## config.mk

```make
export PLATFORM = sky130hd
export DESIGN_NAME = div_nr_seq
export DESIGN_NICKNAME = d
export VERILOG_FILES = /design/src/rtl/div_pkg.sv /design/src/rtl/div_nr_step.sv /design/src/rtl/div_nr_seq.sv
export SDC_FILE = /design/constraint.sdc
export NUM_CORES = 2
export LEC_CHECK = 0
export BUFFER_PORTS_ARGS = -buffer_cell sky130_fd_sc_hd__buf_2
export CAP_MARGIN = 40
export CORE_ASPECT_RATIO = 0.5
export CORE_MARGIN = 2
export CORE_UTILIZATION = 45
export CTS_BUF_LIST = sky130_fd_sc_hd__clkbuf_4 sky130_fd_sc_hd__clkbuf_8
export DETAILED_ROUTE_END_ITERATION = 12
export PLACE_DENSITY = 0.63
export REMOVE_ABC_BUFFERS = 1
export SYNTH_ARGS = -nofsm -noshare
export SYNTH_HDL_FRONTEND = slang
export SYNTH_SLANG_ARGS = --single-unit
```

## constraint.sdc

```tcl
create_clock -name clk -period 10.4 [get_ports clk]
set_input_delay 2.08 -clock clk [delete_from_list [all_inputs] [get_ports clk]]
set_output_delay 2.08 -clock clk [all_outputs]
set_load 0.005 [all_outputs]
```

## src/rtl/div_pkg.sv

```systemverilog
// Shared state type, default width and magnitude helper for the
// sequential non-restoring divider.
package div_pkg;

  localparam int DIV_WIDTH = 66;
  localparam int ABS_MAX_W = 128;

  typedef enum logic [1:0] {IDLE, DIV, FIX, DONE} state_t;

  // Magnitude of a w-bit two's-complement value held zero-extended in v;
  // the most negative value comes back as the unsigned 2^(w-1).
  function automatic logic [ABS_MAX_W-1:0] abs_u(input logic [ABS_MAX_W-1:0] v,
                                                 input int w);
    logic [ABS_MAX_W-1:0] mask;
    logic [ABS_MAX_W-1:0] neg;
    logic [ABS_MAX_W-1:0] top;
    mask = {ABS_MAX_W{1'b1}} >> (ABS_MAX_W - w);
    neg  = (~v + ABS_MAX_W'(1)) & mask;
    top  = v >> (w - 1);
    return top[0] ? neg : (v & mask);
  endfunction

endpackage

```

## src/rtl/div_nr_step.sv

```systemverilog
// One combinational non-restoring iteration: shift {p, q} left, then add or
// subtract the divisor magnitude depending on the sign of the old remainder.
module div_nr_step
  import div_pkg::*;
#(
  parameter int WIDTH = DIV_WIDTH
) (
  input  logic signed [WIDTH:0]   p_in,
  input  logic        [WIDTH-1:0] q_in,
  input  logic        [WIDTH-1:0] d,
  output logic signed [WIDTH:0]   p_out,
  output logic        [WIDTH-1:0] q_out
);

  logic signed [WIDTH:0] p_sh;
  logic signed [WIDTH:0] d_ext;

  // The extra remainder bit keeps 2*P within range, so the pre-shift sign is valid.
  always_comb begin
    p_sh  = {p_in[WIDTH-1:0], q_in[WIDTH-1]};
    d_ext = {1'b0, d};
    if (p_in[WIDTH]) p_out = p_sh + d_ext;
    else             p_out = p_sh - d_ext;
    q_out = {q_in[WIDTH-2:0], ~p_out[WIDTH]};
  end

endmodule

```

## src/rtl/div_nr_seq.sv

```systemverilog
// Sequential signed divider, one quotient bit per cycle, truncating semantics.
// aluResult = {remainder, quotient}; data_ok is a level held until the next start.
module div_nr_seq
  import div_pkg::*;
#(
  parameter int WIDTH = DIV_WIDTH
) (
  input  logic                 clk,
  input  logic                 rst_n,
  input  logic                 start,
  input  logic [WIDTH-1:0]     X,
  input  logic [WIDTH-1:0]     Y,
  output logic                 busy,
  output logic                 data_ok,
  output logic [2*WIDTH-1:0]   aluResult
);

  localparam int CW = $clog2(WIDTH + 1);

  state_t                 state;
  logic signed [WIDTH:0]  p;
  logic [WIDTH-1:0]       q;
  logic [WIDTH-1:0]       abs_y;
  logic [WIDTH-1:0]       x_reg;
  logic                   sign_q;
  logic                   sign_r;
  logic                   div0;
  logic [CW-1:0]          count;

  logic signed [WIDTH:0]  p_next;
  logic [WIDTH-1:0]       q_next;
  logic [WIDTH-1:0]       rem_mag;
  logic [WIDTH-1:0]       quo;
  logic [WIDTH-1:0]       rem;

  div_nr_step #(.WIDTH(WIDTH)) u_step (
    .p_in  (p),
    .q_in  (q),
    .d     (abs_y),
    .p_out (p_next),
    .q_out (q_next)
  );

  // Final remainder restore plus sign application; negation wraps, so
  // min / -1 yields min with no saturation.
  always_comb begin
    rem_mag = p[WIDTH] ? (p[WIDTH-1:0] + abs_y) : p[WIDTH-1:0];
    quo     = sign_q ? -q : q;
    rem     = sign_r ? -rem_mag : rem_mag;
    if (div0) begin
      quo = '1;
      rem = x_reg;
    end
  end

  always_ff @(posedge clk) begin
    if (!rst_n) begin
      state     <= IDLE;
      busy      <= 1'b0;
      data_ok   <= 1'b0;
      aluResult <= '0;
      p         <= '0;
      q         <= '0;
      abs_y     <= '0;
      x_reg     <= '0;
      sign_q    <= 1'b0;
      sign_r    <= 1'b0;
      div0      <= 1'b0;
      count     <= '0;
    end else begin
      case (state)
        IDLE, DONE: begin
          if (start) begin
            q       <= WIDTH'(abs_u(ABS_MAX_W'(X), WIDTH));
            abs_y   <= WIDTH'(abs_u(ABS_MAX_W'(Y), WIDTH));
            x_reg   <= X;
            sign_q  <= X[WIDTH-1] ^ Y[WIDTH-1];
            sign_r  <= X[WIDTH-1];
            div0    <= (Y == '0);
            p       <= '0;
            count   <= '0;
            data_ok <= 1'b0;
            busy    <= 1'b1;
            state   <= DIV;
          end
        end
        DIV: begin
          p     <= p_next;
          q     <= q_next;
          count <= count + CW'(1);
          if (count == CW'(WIDTH - 1)) state <= FIX;
        end
        FIX: begin
          aluResult <= {rem, quo};
          busy      <= 1'b0;
          data_ok   <= 1'b1;
          state     <= DONE;
        end
        default: state <= IDLE;
      endcase
    end
  end

endmodule

```

After elaboration in Yosys (flattened, before gate mapping)
Cells that the tools add are included.
Storage, ports and cells
  word-level logic and storage cells: 60
  input port bits: 135
  output and inout port bits: 134
  register bits: 411
Operators by class
  equality and inequality tests: 6
  bitwise operators: 4
  mux-type cells: 21
  add/sub/neg operators: 8
  reductions and logical operators: 9
Operators with widths (count)
  $mux 66: 8
  $mux 67: 2
  $pmux 67 s2: 1
  $add 66x1->66 const B: 2
  $neg 66->66: 2
  $not 66->66: 2
  $pmux 66 s2: 1
  $add 67x67->67: 1
  $sub 67x67->67: 1
  $add 66x66->66: 1
  $logic_not 66->1: 1
  $pmux 7 s2: 1
  $reduce_and 2->1: 4
  $add 7x1->7 const B: 1
  $eq 7x7->1 const B: 1
  $mux 7: 1
  $pmux 2 s3: 1
  $eq 2x2->1 const B: 2
  $mux 2: 2
  $ne 2x2->1 const B: 2
  $pmux 1 s2: 2
  $reduce_bool 2->1: 2
  $eq 2x1->1 const B: 1
  $logic_not 2->1: 1
  4 further kinds: 5

Depth between registers and ports, before layout
  depth in word-level cells: 5
  depth in mapped cells: 27
  depth with buffers taken out: 27

Cells and area by module
Synthesis repeated with hierarchy kept, for this count alone.
Second synthesis, totals
  cell total of the unflattened synthesis: 4462
  area total of the unflattened synthesis: 32331.0 um^2
Modules (own cells, without submodules)
  div_nr_seq: sequential area each 8207.9 um^2, cells each 3561, instances 1, area each 26327.8 um^2
  div_nr_step: sequential area each 0.0 um^2, cells each 901, instances 1, area each 6003.3 um^2

Worst setup path after synthesis
Ideal clock, no wire load.
  path kind: register -> register
  start point: reg p[66]
  end point: reg p[63]
  data arrival time: 6.399 ns
  required time: 10.272 ns
  clock period less this slack: 6.527 ns
  slack: 3.873 ns
  library setup time: 0.128 ns
  stages on the path, launching flop included: 28
  path buffers: 10
  cells stage by stage: dfxtp_1 -> clkbuf_1 -> clkbuf_1 -> buf_1 -> clkbuf_1 -> buf_1 -> buf_1 -> buf_1 -> clkbuf_1 -> buf_1 -> a21oi_1 -> xor2_1 -> ha_1 -> clkbuf_1 -> a21o_1 -> a21o_1 -> a21oi_1 -> o21ai_0 -> a221o_1 -> o21ai_0 -> a31oi_1 -> a21boi_0 -> a31oi_1 -> a221oi_1 -> nor3b_1 -> a311oi_1 -> xor2_1 -> o21ai_0
Between the ends
  cells in the longest elaborated chain, start to end: 2
Ends and longest elaborated chain
  from (decl): line div_nr_seq.sv:21  | logic signed [WIDTH:0] p;
  from (signal assigned): line div_nr_seq.sv:88  | p <= p_next;
  $mux 67: line div_nr_step.sv:22  | if (p_in[WIDTH]) p_out = p_sh + d_ext;
  $pmux 67 s2: line div_nr_seq.sv:71  | case (state)
No other way between the ends.
A chain may end at the register's enable or synchronous reset.

Final worst setup path
  start point: reg abs_y[17]
  end point: reg p[63]
Between the ends
  cells in the longest elaborated chain, start to end: 3
  elaborated cells on any way between the ends: 4
  classes of those cells: 2 x add/sub; 2 x mux
Ends and longest elaborated chain
  from (decl): line div_nr_seq.sv:23  | logic [WIDTH-1:0] abs_y;
  from (signal assigned): line div_nr_seq.sv:75  | abs_y <= WIDTH'(abs_u(ABS_MAX_W'(Y), WIDTH));
  $sub 67x67->67 or $add 67x67->67 (tied branches): line div_nr_step.sv:23, div_nr_step.sv:22
  $mux 67 *: line div_nr_step.sv:22
  $pmux 67 s2 *: line div_nr_seq.sv:71
Mark *: on every way between the ends. The rest lies on a longest branch, timed or not.

==> impl_metrics.tcl <==
set metrics [dict create \
    portBuffers 268 \
    clock-skew-final_ns 0.0469 \
    initial_core_util_pct 45.8 \
    tns_ns 0 \
    cpMaxStageDelayCell "or4b_2" \
    crit_chain "nor3_1 > nand2b_1 > nor4_1 > nor2b_1 > nand2b_1 > nand4b_1 > or4b_2 > nor4_1 > nor2_1 > xnor2_1 > ha_1 > a21oi_1 > o21ai_0 > a221oi_1 > a21boi_0 > a31oi_1 > a221oi_1 > nor3b_1 > a311oi_1 > xor2_1 > o21ai_0" \
    num_vias 31799 \
    clock-sinks 410 \
    synth_edf_count 0 \
    startpoint_type "register" \
    ir_drop_v 0.000198 \
    max_slew.worst_pin.slew_ns 0.973 \
    min_from "x_reg[10]" \
    hold_ws_ns 0.461 \
    crit_fanout 5 \
    die_width_um 375 \
    synthAdderAreaFrac_pct 5.83 \
    crit_buf_inv 0 \
    max_stage_delay_ns 0.74 \
    first_global_vias 28804 \
    rsz0062_at_grt "false" \
    cts_tree "yes" \
    synth_mux_area_share_pct 1.65 \
    die-area_mm2 0.0710 \
    synth_xor_area_share_pct 11.1 \
    antenna_found_initial 9 \
    seq_area_frac_synth_pct 26.5 \
    drt_iter0_markers 3144 \
    grt_util_all_layers_pct 29.9 \
    syn_area_per_cell_um2 7.31 \
    reg_top3 "aluResult (132), p (67)" \
    endpoint_kind "register" \
    fin_crit_ns 6.45 \
    synth_top_family_by_area "compound AO/OA/AOI/OAI gates" \
    ys_warn_count 0 \
    totalWireLength_um 110000 \
    final_cells 5316 \
    clk_pin_slew_ns 0.06 \
    synth-main-ff-cell "dfxtp_1" \
    grt_max_degree 135 \
    synth_compound_gate_area_share_pct 28.8 \
    crit_path_start "abs_y[17]" \
    r2r_start "abs_y[17]" \
    grt_pass1_wl_um 169000 \
    synth_cells 4230 \
    grt-ovfl-total 0 \
    clock_path_buffers 3 \
    num-nets-final 4642 \
    finalHoldViolCount 0 \
    largest-register "aluResult" \
    slew_violations 0 \
    drt-met1-wl_um 55000 \
    antenna_left 0 \
    power_density_mw_per_mm2 348 \
    viasPerCell 5.98 \
    outcome "finished clean" \
    relSlewSlack_pct 34.5 \
    drive_gt1_share_pct 11.5 \
    cts_buffers 68 \
    met2WireLength_um 42500 \
    area_growth_pct 11.5 \
    wl_per_cell_um 20.6 \
    core_area_mm2 0.0675 \
    dpl.hpwl_um 83400 \
    ys_seq_elements 410 \
    synth_simple_gate_area_share_pct 22.2 \
    max_freq_mhz 155 \
    drc 0 \
    clock-root-buffer "clkbuf_8" \
    crit_family "simple AND/OR/NAND/NOR gates" \
    die_h_um 189 \
    cellLeakagePower_uw 0.0138 \
    htreeDepth 3 \
    timing.final.crit_share_pct 62.0 \
    hp-class "reg2reg" \
    worstPathArrival_ns 6.99 \
    post_cts_buffers 0 \
    synthArstFlopShare_pct 0 \
    largest_reg_flops 132 \
    synth.cell_area_mm2 0.0309 \
    ioPinCount 269 \
    worstPathRequired_ns 10.94 \
    route.met3.wl_um 10500 \
    synth.distinct_cells 95 \
    ctsResizeCount 0 \
    cts_hold_buf 0 \
    dp.cells 5190 \
    drv_cap 0 \
    crit_type "reg2reg" \
    top_layer "met4" \
    dr.pass1.iters 6 \
    rows 67 \
    insertion_delay_ns 0.70 \
    setup_violations 0 \
    gp_congestion 0.970 \
]
-- cell usage after synthesis (14+ instances only) --
library cell | number | area [um^2]
nand2_1 | 605 | 2270
a21oi_1 | 508 | 2540
dfxtp_1 | 410 | 8210
nor2_1 | 370 | 1390
o21ai_0 | 368 | 1840
xor2_1 | 283 | 2480
clkbuf_1 | 221 | 830
ha_1 | 141 | 1760
xnor2_1 | 110 | 963
a211oi_1 | 91 | 683
nor3_1 | 81 | 405
a21o_1 | 71 | 533
o31ai_1 | 70 | 526
inv_1 | 59 | 221
nand3_1 | 52 | 260
nand4_1 | 49 | 307
or3_1 | 48 | 300
nand2b_1 | 44 | 275
mux2i_1 | 42 | 420
nor2b_1 | 41 | 257
a22oi_1 | 39 | 293
nor4_1 | 37 | 231
o211ai_1 | 35 | 263
or4_1 | 31 | 233
and3_1 | 30 | 188
a31oi_1 | 29 | 181
o41ai_1 | 27 | 236
buf_1 | 26 | 97.6
and2_1 | 23 | 144
o21a_1 | 23 | 173
a221oi_1 | 20 | 175
or2_2 | 15 | 93.8
o21bai_1 | 14 | 105
-- cell usage in the layout (no fill, tap or decap), types with 48 or more instances in the layout --
| cell type | count |
|---|---|
| o31ai_1 | 70 |
| xnor2_1 | 110 |
| a21o_1 | 71 |
| clkbuf_8 | 87 |
| ha_1 | 139 |
| nand3_1 | 52 |
| nand2_1 | 604 |
| nand4_1 | 49 |
| or3_1 | 48 |
| dfxtp_1 | 407 |
| xor2_1 | 283 |
| nor2_1 | 368 |
| inv_1 | 58 |
| buf_2 | 269 |
| a211oi_1 | 91 |
| nor3_1 | 81 |
| o21ai_0 | 368 |
| a21oi_1 | 507 |
-- cells by family (layout without fill, tap and decap cells) --
group                      after synthesis  after routing
and+or+nand+nor                       1483           1483
adders and majority gates              143            143
DFF                                    410            410
buffers and inverters                  312            493
xor gates and xnor gates               393            393
AOI/OAI and AO/OA                     1439           1439
muxes                                   50             50
other                                    0              8
-- path summary, 6_finish.rpt --
| path | cells after the start | endpoint | slack [ns] |
|---|---|---|---|
| worst min register to register | 2 | x_reg[10] | 0.46 |
| worst max register to register | 21 | p[63] | 3.95 |
| worst min-delay path | 2 | x_reg[10] | 0.46 |
| worst max-delay path | 21 | p[63] | 3.95 |
-- layout make-up --
type,count,area (um^2)
clock inverters,12,120
clock buffers,105,1330
well taps,897,1120
inverters,61,236
flip-flops and latches,410,8220
fillers,6741,33000
diodes,8,20.0
multi-input cells,3508,21600
repair buffers,315,1820
-- layer usage --
metal | GRT usage [%] | vias to the layer above
met4 | 6.79 | 0
li1 | - | 15588
met5 | 0 | -
met2 | 40.2 | 1215
met1 | 47.0 | 14889
met3 | 6.69 | 107
-- worst reg2reg max path: cells and delay by family, from the launching register on --
family                   cells  cell delay, ns
AND/OR/NAND/NOR             10            2.91
adder cells (fa/ha/maj)      1            0.34
XOR/XNOR                     2            0.32
flip-flops                   1            0.37
AO/OA/AOI/OAI                8            2.36
-- power breakdown --
| group | internal, uW | leakage (uW) | switching [uW] |
|---|---|---|---|
| Clock | 845 | 0.000770 | 721 |
| Combinational | 2890 | 0.00970 | 4740 |
| Sequential | 2080 | 0.00336 | 726 |
| Total | 5820 | 0.0138 | 6190 |
-- stage by stage --
step	util [%]	area [um^2]	power, uW	setup slack [ns]
floorplan	-	30000	8090	-2.37
global placement	48.6	32800	10100	3.95
detailed placement	48.9	33000	10200	3.95
CTS	51.1	34500	11800	4.08
global route	51.1	34500	13000	3.35
finish	51.1	34500	12000	3.95
Note: power is estimated with default switching activity, not from simulation.
